<file path="src/rtl/serial_uart_bridge_pkg.sv">
// Shared definitions for serial_uart_bridge: UART FSM state encoding and 8N1 frame constants.
// The optional parity bit (SERIAL_UART_PARITY_EN) uses the even_parity helper below.
package serial_uart_bridge_pkg;

  typedef enum logic [2:0] {
    UART_IDLE   = 3'd0,
    UART_START  = 3'd1,
    UART_DATA   = 3'd2,
    UART_PARITY = 3'd3,
    UART_STOP   = 3'd4
  } uart_state_e;

  localparam int   DATA_BITS   = 8;
  localparam logic START_LEVEL = 1'b0;
  localparam logic STOP_LEVEL  = 1'b1;

  function automatic logic even_parity(input logic [DATA_BITS-1:0] data);
    return ^data;
  endfunction

endpackage

</file>
<file path="src/rtl/serial_uart_bridge_byte_fifo.sv">
// First-word-fall-through byte FIFO; a push into a full FIFO is accepted only alongside a pop.
// o_data reads as zero while empty so the processor never sees stale storage.
module serial_uart_bridge_byte_fifo
  import serial_uart_bridge_pkg::*;
#(
  parameter int DEPTH = 4
) (
  input  logic                 i_clk,
  input  logic                 i_rst,
  input  logic                 i_push,
  input  logic [DATA_BITS-1:0] i_data,
  input  logic                 i_pop,
  output logic [DATA_BITS-1:0] o_data,
  output logic                 o_full,
  output logic                 o_empty
);

  localparam int PTR_W = $clog2(DEPTH);
  localparam int CNT_W = PTR_W + 1;

  logic [DATA_BITS-1:0] r_mem [DEPTH];
  logic [PTR_W-1:0]     r_wr_ptr;
  logic [PTR_W-1:0]     r_rd_ptr;
  logic [CNT_W-1:0]     r_count;
  logic                 w_do_push;
  logic                 w_do_pop;

  assign o_full    = (r_count == CNT_W'(DEPTH));
  assign o_empty   = (r_count == '0);
  assign w_do_push = i_push && (!o_full || i_pop);
  assign w_do_pop  = i_pop && !o_empty;
  assign o_data    = o_empty ? '0 : r_mem[r_rd_ptr];

  always_ff @(posedge i_clk) begin
    if (w_do_push && !i_rst) begin
      r_mem[r_wr_ptr] <= i_data;
    end
  end

  always_ff @(posedge i_clk) begin
    if (i_rst) begin
      r_wr_ptr <= '0;
      r_rd_ptr <= '0;
      r_count  <= '0;
    end else begin
      if (w_do_push) r_wr_ptr <= r_wr_ptr + 1'b1;
      if (w_do_pop)  r_rd_ptr <= r_rd_ptr + 1'b1;
      case ({w_do_push, w_do_pop})
        2'b10:   r_count <= r_count + 1'b1;
        2'b01:   r_count <= r_count - 1'b1;
        default: r_count <= r_count;
      endcase
    end
  end

endmodule

</file>
<file path="src/rtl/serial_uart_bridge.sv">
// Processor byte port <-> 8N1 UART bridge with a FIFO on each direction.
// Define SERIAL_UART_PARITY_EN to add an even-parity bit and the parity_err flag.
module serial_uart_bridge
  import serial_uart_bridge_pkg::*;
#(
  parameter int CLKS_PER_BIT = 16,
  parameter int FIFO_DEPTH   = 4
) (
  input  logic                 clock,
  input  logic                 reset,
  input  logic [DATA_BITS-1:0] proc_tx_data,
  input  logic                 proc_tx_wren,
  output logic                 proc_tx_ready,
  output logic [DATA_BITS-1:0] proc_rx_data,
  output logic                 proc_rx_valid,
  input  logic                 proc_rx_rden,
  input  logic                 uart_rx,
  output logic                 uart_tx,
  input  logic                 err_clear,
  output logic                 overrun_err,
  output logic                 frame_err
`ifdef SERIAL_UART_PARITY_EN
  , output logic               parity_err
`endif
);

  localparam int               CNT_W    = $clog2(CLKS_PER_BIT);
  localparam logic [CNT_W-1:0] CNT_LAST = CNT_W'(CLKS_PER_BIT - 1);
  localparam logic [CNT_W-1:0] CNT_HALF = CNT_W'(CLKS_PER_BIT / 2 - 1);
  localparam logic [2:0]       BIT_LAST = 3'(DATA_BITS - 1);

  logic [DATA_BITS-1:0] w_tx_head;
  logic                 w_tx_full, w_tx_empty, w_tx_pop;
  logic                 w_rx_full, w_rx_empty, w_rx_push;

  uart_state_e          r_tx_state, w_tx_next;
  logic [CNT_W-1:0]     r_tx_cnt;
  logic [2:0]           r_tx_bit;
  logic [DATA_BITS-1:0] r_tx_shift;
  logic                 w_tx_bit_done;

  uart_state_e          r_rx_state, w_rx_next;
  logic                 r_rx_sync1, r_rx_sync2, w_rx_line;
  logic [CNT_W-1:0]     r_rx_cnt;
  logic [2:0]           r_rx_bit;
  logic [DATA_BITS-1:0] r_rx_shift;
  logic                 r_rx_wait;
  logic                 w_rx_half, w_rx_sample, w_rx_stop_ok;
  logic                 w_frame_set, w_overrun_set;
`ifdef SERIAL_UART_PARITY_EN
  logic                 r_tx_parity, r_rx_par_bad, w_parity_set;
`endif

  serial_uart_bridge_byte_fifo #(.DEPTH(FIFO_DEPTH)) u_tx_fifo (
    .i_clk(clock), .i_rst(reset), .i_push(proc_tx_wren), .i_data(proc_tx_data),
    .i_pop(w_tx_pop), .o_data(w_tx_head), .o_full(w_tx_full), .o_empty(w_tx_empty)
  );

  serial_uart_bridge_byte_fifo #(.DEPTH(FIFO_DEPTH)) u_rx_fifo (
    .i_clk(clock), .i_rst(reset), .i_push(w_rx_push), .i_data(r_rx_shift),
    .i_pop(proc_rx_rden), .o_data(proc_rx_data), .o_full(w_rx_full), .o_empty(w_rx_empty)
  );

  assign proc_tx_ready = !w_tx_full;
  assign proc_rx_valid = !w_rx_empty;

  // ---------------- TX serializer ----------------
  assign w_tx_bit_done = (r_tx_cnt == CNT_LAST);

  always_ff @(posedge clock) begin
    if (reset) r_tx_state <= UART_IDLE;
    else       r_tx_state <= w_tx_next;
  end

  always_comb begin
    w_tx_next = r_tx_state;
    case (r_tx_state)
      UART_IDLE:   if (!w_tx_empty) w_tx_next = UART_START;
      UART_START:  if (w_tx_bit_done) w_tx_next = UART_DATA;
      UART_DATA:
        if (w_tx_bit_done && r_tx_bit == BIT_LAST) begin
`ifdef SERIAL_UART_PARITY_EN
          w_tx_next = UART_PARITY;
`else
          w_tx_next = UART_STOP;
`endif
        end
      UART_PARITY: if (w_tx_bit_done) w_tx_next = UART_STOP;
      UART_STOP:   if (w_tx_bit_done) w_tx_next = UART_IDLE;
      default:     w_tx_next = UART_IDLE;
    endcase
  end

  always_comb begin
    w_tx_pop = 1'b0;
    uart_tx  = STOP_LEVEL;
    case (r_tx_state)
      UART_IDLE:  w_tx_pop = !w_tx_empty;
      UART_START: uart_tx = START_LEVEL;
      UART_DATA:  uart_tx = r_tx_shift[0];
      UART_PARITY: begin
`ifdef SERIAL_UART_PARITY_EN
        uart_tx = r_tx_parity;
`endif
      end
      default:    uart_tx = STOP_LEVEL;
    endcase
  end

  always_ff @(posedge clock) begin
    if (reset) begin
      r_tx_cnt   <= '0;
      r_tx_bit   <= '0;
      r_tx_shift <= '0;
`ifdef SERIAL_UART_PARITY_EN
      r_tx_parity <= 1'b0;
`endif
    end else if (r_tx_state == UART_IDLE) begin
      r_tx_cnt <= '0;
      r_tx_bit <= '0;
      if (w_tx_pop) begin
        r_tx_shift <= w_tx_head;
`ifdef SERIAL_UART_PARITY_EN
        r_tx_parity <= even_parity(w_tx_head);
`endif
      end
    end else if (w_tx_bit_done) begin
      r_tx_cnt <= '0;
      if (r_tx_state == UART_DATA) begin
        r_tx_shift <= r_tx_shift >> 1;
        r_tx_bit   <= r_tx_bit + 1'b1;
      end
    end else begin
      r_tx_cnt <= r_tx_cnt + 1'b1;
    end
  end

  // ---------------- RX deserializer ----------------
  assign w_rx_line   = r_rx_sync2;
  assign w_rx_half   = (r_rx_cnt == CNT_HALF);
  assign w_rx_sample = (r_rx_cnt == CNT_LAST);

  always_ff @(posedge clock) begin
    if (reset) r_rx_state <= UART_IDLE;
    else       r_rx_state <= w_rx_next;
  end

  always_comb begin
    w_rx_next = r_rx_state;
    case (r_rx_state)
      UART_IDLE:   if (w_rx_line == START_LEVEL) w_rx_next = UART_START;
      UART_START:  if (w_rx_half) w_rx_next = (w_rx_line == START_LEVEL) ? UART_DATA : UART_IDLE;
      UART_DATA:
        if (w_rx_sample && r_rx_bit == BIT_LAST) begin
`ifdef SERIAL_UART_PARITY_EN
          w_rx_next = UART_PARITY;
`else
          w_rx_next = UART_STOP;
`endif
        end
      UART_PARITY: if (w_rx_sample) w_rx_next = UART_STOP;
      UART_STOP: begin
        // After a bad stop bit, hold here until the line returns to idle.
        if (r_rx_wait) begin
          if (w_rx_line == STOP_LEVEL) w_rx_next = UART_IDLE;
        end else if (w_rx_sample && w_rx_line == STOP_LEVEL) begin
          w_rx_next = UART_IDLE;
        end
      end
      default:     w_rx_next = UART_IDLE;
    endcase
  end

  always_comb begin
    w_rx_stop_ok  = (r_rx_state == UART_STOP) && !r_rx_wait && w_rx_sample &&
                    (w_rx_line == STOP_LEVEL);
    w_frame_set   = (r_rx_state == UART_STOP) && !r_rx_wait && w_rx_sample &&
                    (w_rx_line != STOP_LEVEL);
`ifdef SERIAL_UART_PARITY_EN
    w_rx_push     = w_rx_stop_ok && !r_rx_par_bad;
    w_parity_set  = w_rx_stop_ok && r_rx_par_bad;
`else
    w_rx_push     = w_rx_stop_ok;
`endif
    w_overrun_set = w_rx_push && w_rx_full && !proc_rx_rden;
  end

  always_ff @(posedge clock) begin
    if (reset) begin
      r_rx_sync1 <= 1'b1;
      r_rx_sync2 <= 1'b1;
    end else begin
      r_rx_sync1 <= uart_rx;
      r_rx_sync2 <= r_rx_sync1;
    end
  end

  always_ff @(posedge clock) begin
    if (reset) begin
      r_rx_cnt   <= '0;
      r_rx_bit   <= '0;
      r_rx_shift <= '0;
      r_rx_wait  <= 1'b0;
`ifdef SERIAL_UART_PARITY_EN
      r_rx_par_bad <= 1'b0;
`endif
    end else if (r_rx_state == UART_IDLE) begin
      r_rx_cnt  <= '0;
      r_rx_bit  <= '0;
      r_rx_wait <= 1'b0;
`ifdef SERIAL_UART_PARITY_EN
      r_rx_par_bad <= 1'b0;
`endif
    end else if (r_rx_state == UART_START) begin
      r_rx_cnt <= w_rx_half ? '0 : r_rx_cnt + 1'b1;
    end else begin
      r_rx_cnt <= w_rx_sample ? '0 : r_rx_cnt + 1'b1;
      if (w_rx_sample) begin
        if (r_rx_state == UART_DATA) begin
          r_rx_shift <= {w_rx_line, r_rx_shift[DATA_BITS-1:1]};
          r_rx_bit   <= r_rx_bit + 1'b1;
        end
`ifdef SERIAL_UART_PARITY_EN
        if (r_rx_state == UART_PARITY) r_rx_par_bad <= (w_rx_line != even_parity(r_rx_shift));
`endif
        if (r_rx_state == UART_STOP && w_rx_line != STOP_LEVEL) r_rx_wait <= 1'b1;
      end
    end
  end

  // Sticky flags: a set event in the same cycle as err_clear keeps the flag high.
  always_ff @(posedge clock) begin
    if (reset) begin
      overrun_err <= 1'b0;
      frame_err   <= 1'b0;
`ifdef SERIAL_UART_PARITY_EN
      parity_err  <= 1'b0;
`endif
    end else begin
      overrun_err <= w_overrun_set | (overrun_err & !err_clear);
      frame_err   <= w_frame_set   | (frame_err & !err_clear);
`ifdef SERIAL_UART_PARITY_EN
      parity_err  <= w_parity_set  | (parity_err & !err_clear);
`endif
    end
  end

endmodule

</file>
<file path="config.mk">
export PLATFORM = sky130hd
export DESIGN_NAME = serial_uart_bridge
export DESIGN_NICKNAME = d
export VERILOG_FILES = /design/src/rtl/serial_uart_bridge_pkg.sv /design/src/rtl/serial_uart_bridge_byte_fifo.sv /design/src/rtl/serial_uart_bridge.sv
export SDC_FILE = /design/constraint.sdc
export NUM_CORES = 1
export LEC_CHECK = 0
export ABC_AREA = 0
export BUFFER_PORTS_ARGS = -buffer_cell sky130_fd_sc_hd__buf_2
export CORE_ASPECT_RATIO = 2
export CORE_MARGIN = 2
export CORE_UTILIZATION = 60
export DETAILED_ROUTE_END_ITERATION = 8
export GPL_ROUTABILITY_DRIVEN = 1
export PLACE_DENSITY = 0.78
export SLEW_MARGIN = 20
export SYNTH_ARGS = -nofsm -noshare
export SYNTH_HDL_FRONTEND = slang
export SYNTH_SLANG_ARGS = --single-unit
</file>
<file path="constraint.sdc">
create_clock -name clock -period 5.8 [get_ports clock]
set_input_delay 0.87 -clock clock [delete_from_list [all_inputs] [get_ports clock]]
set_output_delay 0.87 -clock clock [all_outputs]
set_load 0.02 [all_outputs]
</file>
; ---- Yosys cells after proc, flatten, opt, wreduce, memory -nomap -nowiden
; Memory sizes are Yosys's and may differ from the RTL's. A register that Yosys moved wholly into a read port is not among the register bits.
; Index checks and enable logic that the tools add are counted.
[totals]
output_inout_bits = 13
mem_count = 2
ramBits = 64
word_cells = 151
input_bits = 14
register_bits = 55
[op_classes]
muxes = 36
bitwise_logic = 7
addsub = 12
reduce_logical = 44
n_eq_ne = 31
[memory_table]
columns = memory, depth, width, rd, rd_clocked_by_memory_dff, wr, line_no
row1 = u_rx_fifo.r_mem, 4, 8, 1, 1, 1, serial_uart_bridge_byte_fifo.sv:21  ; logic [DATA_BITS-1:0] r_mem [DEPTH];
row2 = u_tx_fifo.r_mem, 4, 8, 1, 1, 1, serial_uart_bridge_byte_fifo.sv:21
[ops]
columns = operator, n
row1 = 8-bit 2-to-1 mux, 6
row2 = 3-bit 2-to-1 mux, 12
row3 = 3-bit one-hot mux with 5 select lines, 2
row4 = 3-bit equality test (second input constant), 6
row5 = 2-bit != test (second input constant), 9
row6 = 1-bit logical AND, 16
row7 = 3-bit by 1-bit adder with 3-bit output (second input constant), 4
row8 = 3-bit by 2-bit equality test with 1-bit output (second input constant), 4
row9 = 3-bit logical NOT, 4
row10 = 4-bit 2-to-1 mux, 3
row11 = 3-bit one-hot mux with 2 select lines, 2
row12 = 2-bit 2-to-1 mux, 5
row13 = 3-bit AND reduction, 3
row14 = 2-bit by 1-bit adder with 2-bit output (second input constant), 4
row15 = 4-bit by 1-bit adder with 4-bit output (second input constant), 2
row16 = 4-bit equality test (second input constant), 2
row17 = 1-bit logical NOT, 8
row18 = 2-bit nonzero test, 4
row19 = 3-bit by 1-bit equality test with 1-bit output (second input constant), 2
row20 = 3-bit != test (second input constant), 2
row21 = 6-bit AND reduction, 1
row22 = 3-bit by 1-bit subtractor with 3-bit output (second input constant), 2
row23 = 1-bit 2-to-1 mux, 5
row24 = 5-bit AND reduction, 1
row25 = 13 further kinds, 21

; ---- Logic depth before layout (Yosys ltp)
; Gate-level depths: netlist of run 1.
[logic_depth]
ltp_word = 8
depth_mapped = 10
ltp_nobuf = 9

; ---- Modules after synthesis
; From an unflattened synthesis of run 1, not the netlist that was laid out.
[hier_totals]
cells_unflattened = 404
area_unflattened_um2 = 5195.0
[modules_own_cells]
columns = module, area_each_um2, seq_area_each_um2, cells_each, instances
row1 = serial_uart_bridge_byte_fifo, 1692.9, 1141.1, 105, 2
row2 = serial_uart_bridge, 1809.2, 820.8, 194, 1

; ---- Worst setup path after synthesis of run 1
; No wires, ideal clock.
[synth_timing]
kind = input -> register
from = in proc_rx_rden
to = reg u_rx_fifo.r_count[2]
stages = 8
path_slack_ns = 3.054
arrival_ns = 2.676
setup_time_ns = 0.071
required_ns = 5.729
n_path_buf = 0
cell_sequence = or4b_1 nand4_2 ha_1 inv_1 fa_1 xor2_1 or3_1 a21oi_1
[synth_via]
elab_chain_cells = 4
elab_cells_between_ends = 7
cone_classes = eq/ne (2) / mux (1) / reduce/logical (4)
[synth_rtl]
columns = element, line_no
row1 = from (decl), serial_uart_bridge.sv:16  ; input logic proc_rx_rden,
row2 = 1-bit logical OR, serial_uart_bridge_byte_fifo.sv:30  ; assign w_do_push = i_push && (!o_full || i_pop);
row3 = 1-bit logical AND, serial_uart_bridge_byte_fifo.sv:30
row4 = 2-bit by 1-bit equality test with 1-bit output or 2-bit equality test (tied branches), serial_uart_bridge_byte_fifo.sv:48  ; case ({w_do_push, w_do_pop})
row5 = 3-bit one-hot mux with 2 select lines or 2-bit nonzero test (tied branches), -
row6 = to (signal assigned), serial_uart_bridge_byte_fifo.sv:49  ; 2'b10: r_count <= r_count + 1'b1;
row7 = to (signal assigned), serial_uart_bridge_byte_fifo.sv:50  ; 2'b01: r_count <= r_count - 1'b1;
row8 = to (signal assigned), serial_uart_bridge_byte_fifo.sv:51  ; default: r_count <= r_count;
row9 = to (decl), serial_uart_bridge_byte_fifo.sv:24  ; logic [CNT_W-1:0] r_count;
; Several ways; a longest one is shown, not always the timed one.
; A chain may end at the register's enable or synchronous reset.

==> impl_metrics.tcl, run 1 <==
set metrics [dict create \
    status "completed" \
    postSynthRegisterBits 123 \
    setup.worst_path.end_class "output port" \
    rsz0062_at_grt "no" \
    power_density_mw_per_mm2 393 \
    maxSlewHeadroom_pct 49.4 \
    finalMaxSlewViolations 0 \
    worst_path_max_delay_cell "sky130_fd_sc_hd__dfxtp_1" \
    hold_class "register to register" \
    cp_top_family "flip-flops" \
    synth_top_area_share_pct 37.0 \
    grt.overflow.total 0 \
    setup.worst_path.class "register to output port" \
    remaining_number_of_nets_flagged_by_the_antenna_check_after_routing 0 \
    drt_iter0_drc 169 \
    detail_route.vias_per_cell 5.54 \
    synth_top_cell_by_area "sky130_fd_sc_hd__edfxtp_1" \
    main_area_contributors_after_synthesis "sky130_fd_sc_hd__edfxtp_1 37%, sky130_fd_sc_hd__dfxtp_1 23%, sky130_fd_sc_hd__mux4_1 4.1%" \
    setup-tns-final_ns 0 \
    post_route_wl_um 8390 \
    yosys_most_used_dff "sky130_fd_sc_hd__edfxtp_1" \
    tritoncts_clock_tree "built" \
    critical_path_required_ns 4.93 \
    total_power_mw 2.32 \
    synth_edf_count 64 \
    fin_crit_ns 2.83 \
    initial_utilization_pct 60.9 \
    cts_repair_resize_count 0 \
    remaining_drc_errors 0 \
    grt_use_total_pct 20.3 \
    dr.max_layer_used "met4" \
    grt_pass1_vias 3147 \
    max_fo_critical_path 8 \
    drt-wirelength-per-cell_um 15.9 \
    place_hpwl_um 5940 \
    number_of_antenna_cells_inserted 0 \
    arrival_ns 1.96 \
    timing_hold_violations_final 0 \
    synthArstFlopShare_pct 0 \
    slowest_delay_ns 0.67 \
    synth-seq-area-share_pct 59.8 \
    design.die.area_mm2 0.00946 \
    crit_path_cells "mux4_2 -> and2_1 -> buf_2" \
    finalSetupViolCount 0 \
    layout.filler_cells 596 \
    yosysUniqueCellTypes 53 \
    antenna_violations_before_repair 0 \
    core.rowCount 48 \
    max-vdd-ir-drop_uv 348 \
    drt_pass1_iterations 4 \
    clk_root_buffer_cell "sky130_fd_sc_hd__clkbuf_16" \
    design.final.nets 446 \
    detail_route.wirelength.met1_um 2830 \
    worstMarginPinSlew_ns 0.756 \
    top_library_cells_by_usage_in_the_layout_fill_and_taps_aside "64 x sky130_fd_sc_hd__edfxtp_1, 59 x sky130_fd_sc_hd__dfxtp_1, 45 x sky130_fd_sc_hd__nor2_1, 26 x sky130_fd_sc_hd__buf_2, 18 x sky130_fd_sc_hd__and2_1" \
    cts_setup_buffers 0 \
    clkLatencyLatePin_ns 0.41 \
    final_common_cell "sky130_fd_sc_hd__edfxtp_1" \
    cts.path.max_buffers 2 \
    kind_of_launch_point_of_the_worst_setup_path "register" \
    postSynthNetCount 418 \
    vias 2922 \
    gp_congestion 0.771 \
    syn_to_final_growth_pct 13.8 \
    grt_start_max_net_pins 39 \
    maxCapViolations 0 \
    die_h_um 136 \
    post_synth_instance_area_mm2 0.00519 \
    synth_area_per_cell_um2 13.4 \
    fmax_mhz 354 \
    ys_warn_count 0 \
    crit_buf_inv 1 \
    io_pins 27 \
    port_buffers 26 \
    gate_count_of_the_mapped_netlist 386 \
    fp.dieW_um 69.8 \
    clock_sinks 123 \
    final_layout_size_suffix_gt1_share_pct 20.1 \
    finalCritPeriodShare_pct 48.7 \
    clkSlewWorstSetupHoldPaths_ns 0.05 \
    floorplan.core_area_mm2 0.00853 \
    static-leakage-power_nw 2.22 \
    cts-hold-fix-buffers 0 \
    wire_length_of_the_first_global_routing_pass_um 14400 \
    number_of_buffers_inserted_during_clock_tree_synthesis 17 \
    dr_wl_met3_um 254 \
    clock_tree.htree_level_count 4 \
    fin_worst_skew_ns 0.00554 \
    routed-wl-met2_um 5100 \
]
==> worst reg2reg max path, stage by stage, from the launching register on <==
cell and delay (ns):
sky130_fd_sc_hd__dfxtp_1 0.42, sky130_fd_sc_hd__nor3_4 0.44, sky130_fd_sc_hd__nand2_4 0.17, sky130_fd_sc_hd__inv_4 0.13
sky130_fd_sc_hd__ha_1 0.19, sky130_fd_sc_hd__inv_1 0.06, sky130_fd_sc_hd__fa_1 0.37, sky130_fd_sc_hd__xor2_1 0.16
sky130_fd_sc_hd__or3_1 0.32, sky130_fd_sc_hd__a21oi_1 0.14
==> sequential cells by signal, indices dropped and copies added, names as in the netlist, named ones only <==
signal / cells
u_rx_fifo.r_rd_ptr: 2
u_rx_fifo.r_mem: 32
r_rx_cnt: 4
u_rx_fifo.r_wr_ptr: 2
u_tx_fifo.r_mem: 32
r_rx_sync2: 1
u_tx_fifo.r_rd_ptr: 2
frame_err: 1
r_rx_sync1: 1
u_tx_fifo.r_wr_ptr: 2
r_tx_shift: 8
r_rx_bit: 3
r_tx_state: 3
r_rx_shift: 8
r_tx_cnt: 4
r_rx_wait: 1
u_rx_fifo.r_count: 3
r_rx_state: 3
r_tx_bit: 3
u_tx_fifo.r_count: 3
overrun_err: 1
==> routing by layer <==
| metal | up-vias | track usage, % |
|---|---|---|
| li1 | 1449 | - |
| met1 | 1400 | 17.9 |
| met2 | 54 | 39.2 |
| met3 | 19 | 6.18 |
| met4 | 0 | 11.3 |
| met5 | - | 0 |
==> kinds of logic after synthesis <==
logic type / after synthesis / synth area share (%)
AND/OR/NAND/NOR: 126 / 13.9
AO/OA/AOI/OAI: 38 / 5.42
flip-flops: 123 / 59.8
multiplexers: 29 / 10.0
XOR/XNOR: 18 / 3.04
adder cells (fa/ha/maj): 18 / 4.63
buffers and inverters: 34 / 3.16
==> power breakdown <==
part	internal, mW	switching (mW)
combinational	0.144	0.169
sequential	0.973	0.0557
clock	0.635	0.344
==> final timing paths <==
| path | start | endpoint | slack, ns | cells after the start |
|---|---|---|---|---|
| max | register | proc_rx_data[5] | 2.97 | 3 |
| min | r_rx_sync1 | r_rx_sync2 | 0.42 | 1 |
| max reg2reg | r_tx_state[0] | u_tx_fifo.r_count[2] | 3.33 | 9 |
| min reg2reg | r_rx_sync1 | r_rx_sync2 | 0.42 | 1 |
==> through the flow <==
step / std cells / worst slack, ns / hold WS [ns] / cell area [µm²] / utilization [%]
after floorplan: 386 / 3.05 / 0.389 / 5190 / -
after global placement: 495 / 2.88 / 0.396 / 5350 / 62.7
after detailed placement: 495 / 2.78 / 0.394 / 5350 / 62.7
after CTS: 527 / 2.91 / 0.422 / 5910 / 69.3
after global routing: 527 / 2.87 / 0.429 / 5910 / 69.3
final: 527 / 2.97 / 0.420 / 5910 / 69.3
==> synthesized netlist by cell type, types with 3 or more instances <==
cell type and n:
sky130_fd_sc_hd__or2_2 4, sky130_fd_sc_hd__inv_1 15, sky130_fd_sc_hd__nand3b_1 3, sky130_fd_sc_hd__or3_1 4, sky130_fd_sc_hd__xor2_1 9, sky130_fd_sc_hd__a221oi_2 4, sky130_fd_sc_hd__clkbuf_1 6, sky130_fd_sc_hd__buf_2 6
sky130_fd_sc_hd__a21oi_1 12, sky130_fd_sc_hd__nor3b_1 7, sky130_fd_sc_hd__nand2_1 13, sky130_fd_sc_hd__mux2i_1 13, sky130_fd_sc_hd__mux4_2 8, sky130_fd_sc_hd__and2_1 18, sky130_fd_sc_hd__xnor2_1 9, sky130_fd_sc_hd__mux4_1 8
sky130_fd_sc_hd__ha_1 16, sky130_fd_sc_hd__nor3_1 4, sky130_fd_sc_hd__a221o_1 3, sky130_fd_sc_hd__buf_4 3, sky130_fd_sc_hd__nand3_1 7, sky130_fd_sc_hd__edfxtp_1 64, sky130_fd_sc_hd__dfxtp_1 59, sky130_fd_sc_hd__nor2_1 45
sky130_fd_sc_hd__o21ai_0 8
==> area by class of cell <==
| type | instances | area, µm² | area share (%) |
|---|---|---|---|
| Sequential cell | 123 | 3100 | 52.5 |
| Multi-Input combinational cell | 229 | 1920 | 32.6 |
| Clock buffer | 22 | 454 | 7.69 |
| Timing Repair Buffer | 27 | 138 | 2.33 |
| Tap cell | 100 | 125 | 2.12 |
| Clock inverter | 10 | 101 | 1.72 |
| Inverter | 16 | 62.6 | 1.06 |
Power figures use the tool's default switching activity.
==> run 2, diff against run 1 <==
ABC_AREA = 1   (was 0)
CORE_UTILIZATION = 55   (was 60)
PLACE_DENSITY = 0.76   (was 0.78)
clock period = 2.5 ns   (was 5.8 ns; I/O delays follow)
==> run 2 against run 1 <==
Power grew to 2.7 times the previous value. Sequential share of layout area down 2.1 points. Die area up 11%. Synthesized cell count is 49% higher. Worst setup slack got worse by 2.6 ns. Area after synthesis grew 2.3%. Sequential power increased by 140%. Clock-buffer cell count is 4 lower. Cell count increased by 40%.
==> impl_metrics.tcl, run 2 <==
set metrics [dict create \
    status "completed" \
    drt-wirelength-per-cell_um 14.3 \
    power_density_mw_per_mm2 1010 \
    synth_area_per_cell_um2 9.24 \
    synth-seq-area-share_pct 58.4 \
    place_hpwl_um 7610 \
    drt_pass1_iterations 4 \
    top_library_cells_by_usage_in_the_layout_fill_and_taps_aside "121 x sky130_fd_sc_hd__nor2_1, 74 x sky130_fd_sc_hd__nand2_1, 67 x sky130_fd_sc_hd__inv_1, 64 x sky130_fd_sc_hd__edfxtp_1, 61 x sky130_fd_sc_hd__o21ai_0" \
    postSynthNetCount 607 \
    cts.path.max_buffers 2 \
    min_from "uart_rx" \
    finalMaxSlewViolations 0 \
    post_route_wl_um 10500 \
    final_common_cell "sky130_fd_sc_hd__nor2_1" \
    preCtsSetupSlack_ns 0.384 \
    main_area_contributors_after_synthesis "sky130_fd_sc_hd__edfxtp_1 36%, sky130_fd_sc_hd__dfxtp_1 22%, sky130_fd_sc_hd__nor2_1 8.6%" \
    placed_cells 704 \
    yosysUniqueCellTypes 38 \
    finalHoldWorstSlack_ns 0.160 \
    clkSlewWorstSetupHoldPaths_ns 0.06 \
    fp.dieW_um 73.5 \
    post_synth_xor_area_fraction_pct 0.660 \
    setup.worst_path.end_class "output port" \
    yosys_most_used_dff "sky130_fd_sc_hd__edfxtp_1" \
    r2r_setup_slack_ns 0.37 \
    arrival_ns 1.77 \
    floorplan.core_area_mm2 0.00938 \
    port_buffers 26 \
    finish.utilization_pct 65.6 \
    synth_most_common_cell "sky130_fd_sc_hd__nor2_1" \
    max-vdd-ir-drop_uv 955 \
    synth-compound-area-share_pct 9.54 \
    remaining_number_of_nets_flagged_by_the_antenna_check_after_routing 0 \
    max_fo_critical_path 9 \
    synth_top_cell_by_area "sky130_fd_sc_hd__edfxtp_1" \
    remaining_drc_errors 0 \
    hold_depth 2 \
    synth_edf_count 64 \
    tritoncts_clock_tree "built" \
    static-leakage-power_nw 2.63 \
    design.final.nets 651 \
    finalCritPeriodShare_pct 85.8 \
    clk_root_buffer_cell "sky130_fd_sc_hd__clkbuf_16" \
    finalSetupViolCount 0 \
    antenna_violations_before_repair 0 \
    wire_length_of_the_first_global_routing_pass_um 17700 \
    timing_hold_violations_final 0 \
    io_pins 27 \
    fmax_mhz 466 \
    detail_route.vias_per_cell 5.28 \
    final_critical_path_setup_slack_ns 0.356 \
    rr_worst_depth 11 \
    rsz0062_at_grt "no" \
    hold_class "input pin to register" \
    maxSlewHeadroom_pct 69.8 \
    setup-tns-final_ns 0 \
    adder_cell_fraction_of_synth_area_pct 4.52 \
    syn_to_final_growth_pct 15.9 \
    grt_use_total_pct 22.2 \
    final_layout_size_suffix_gt1_share_pct 15.8 \
    main_combinational_cell_family_by_area_after_synthesis "simple AND/OR/NAND/NOR gates" \
    clock_sinks 123 \
    initial_utilization_pct 56.6 \
    final-instance-count-excl-fill 736 \
    drt_iter0_drc 308 \
    die_h_um 143 \
    kind_of_launch_point_of_the_worst_setup_path "register" \
    synth_top_area_share_pct 36.2 \
    synth-simple-area-share_pct 20.0 \
    fin_worst_skew_ns 0.00893 \
    design.die.area_mm2 0.0105 \
    grt.overflow.total 0 \
    postSynthRegisterBits 123 \
    multi_input_area_mm2 0.00184 \
    gate_count_of_the_mapped_netlist 575 \
    layout.filler_cells 698 \
    grt_pass1_vias 4123 \
    maxCapViolations 0 \
    registers_with_the_most_flip_flops "u_rx_fifo.r_mem (32), u_tx_fifo.r_mem (32)" \
    number_of_buffers_inserted_during_clock_tree_synthesis 17 \
    cts_setup_buffers 0 \
    fin_crit_ns 2.14 \
    setup.worst_path.class "register to output port" \
    hold_ep "r_rx_sync1" \
    grt_start_max_net_pins 20 \
    clkLatencyLatePin_ns 0.41 \
    ff_latch_area_mm2 0.00310 \
    critical_path.reg2reg.startpoint "u_tx_fifo.r_count[2]" \
    core.rowCount 50 \
    ys_warn_count 0 \
    synth.mux.area_fraction_pct 0 \
    vias 3889 \
    worstMarginPinSlew_ns 0.452 \
    regToRegEndpoint "u_tx_fifo.r_count[2]" \
    critical_path_required_ns 2.12 \
    number_of_antenna_cells_inserted 0 \
    post_synth_instance_area_mm2 0.00531 \
    post_synth_most_frequent_cells "121 x sky130_fd_sc_hd__nor2_1, 74 x sky130_fd_sc_hd__nand2_1, 67 x sky130_fd_sc_hd__inv_1, 64 x sky130_fd_sc_hd__edfxtp_1, 61 x sky130_fd_sc_hd__o21ai_0" \
    gp_congestion 0.894 \
    synthArstFlopShare_pct 0 \
    clock_tree.htree_level_count 4 \
]
==> run 2: worst max-delay path, cell delays in order, from the launching register on <==
cell and delay (ns):
sky130_fd_sc_hd__dfxtp_1 0.52, sky130_fd_sc_hd__inv_1 0.25, sky130_fd_sc_hd__nor2_1 0.14, sky130_fd_sc_hd__o21ai_0 0.13
sky130_fd_sc_hd__a21oi_1 0.14, sky130_fd_sc_hd__buf_2 0.17
==> run 2: cells by family after synthesis <==
family / after synthesis
fa+ha+maj: 18
flops: 123
simple gates: 240
buf+inv: 91
xor+xnor: 4
compound gates: 99
==> run 2: power by group <==
part / switching [mW] / internal (mW) / total, mW
registers: 0.172 / 2.31 / 2.48
clock network: 0.884 / 1.39 / 2.27
logic: 0.983 / 0.507 / 1.49
total: 2.04 / 4.20 / 6.24
==> run 2: how the worst max path moves through the flow <==
stage | startpoint | end | slack (ns) | cells past startpoint
floorplan | r_tx_state[2] | u_tx_fifo.r_count[2] | 0.55 | 11
global placement | r_rx_cnt[0] | u_rx_fifo.r_count[2] | 0.42 | 13
detailed placement | r_rx_cnt[0] | u_rx_fifo.r_count[2] | 0.38 | 13
CTS | register | proc_rx_data[3] | 0.16 | 4
global route | r_rx_cnt[0] | u_rx_fifo.r_count[2] | 0.18 | 13
finish | register | proc_rx_data[7] | 0.36 | 5
==> run 2: through the flow <==
stage,cell area (µm²),power (mW)
floorplan,5310,3.63
global placement,5590,3.91
detailed placement,5590,3.99
CTS,6160,6.26
global route,6160,6.62
finish,6160,6.24
==> run 2: per-layer routing <==
metal | track usage, % | vias up | routed length (µm)
met3 | 6.00 | 31 | 335
met5 | 0 | - | 0
li1 | - | 1962 | -
met1 | 18.1 | 1815 | 3570
met4 | 13.3 | 0 | 352
met2 | 43.5 | 81 | 6270
==> run 2: timing repair <==
item / CTS / global route
setup endpoints to repair: 0 / 1
gates resized for setup: 0 / 1
hold buffers: 0 / 0
==> run 2: area by class of cell <==
| type | instances | area share (%) |
|---|---|---|
| Clock buffer | 18 | 7.13 |
| Inverter | 77 | 4.71 |
| Multi-Input combinational cell | 361 | 29.9 |
| Tap cell | 104 | 2.11 |
| Timing Repair Buffer | 39 | 3.70 |
| Clock inverter | 14 | 1.99 |
| Sequential cell | 123 | 50.4 |
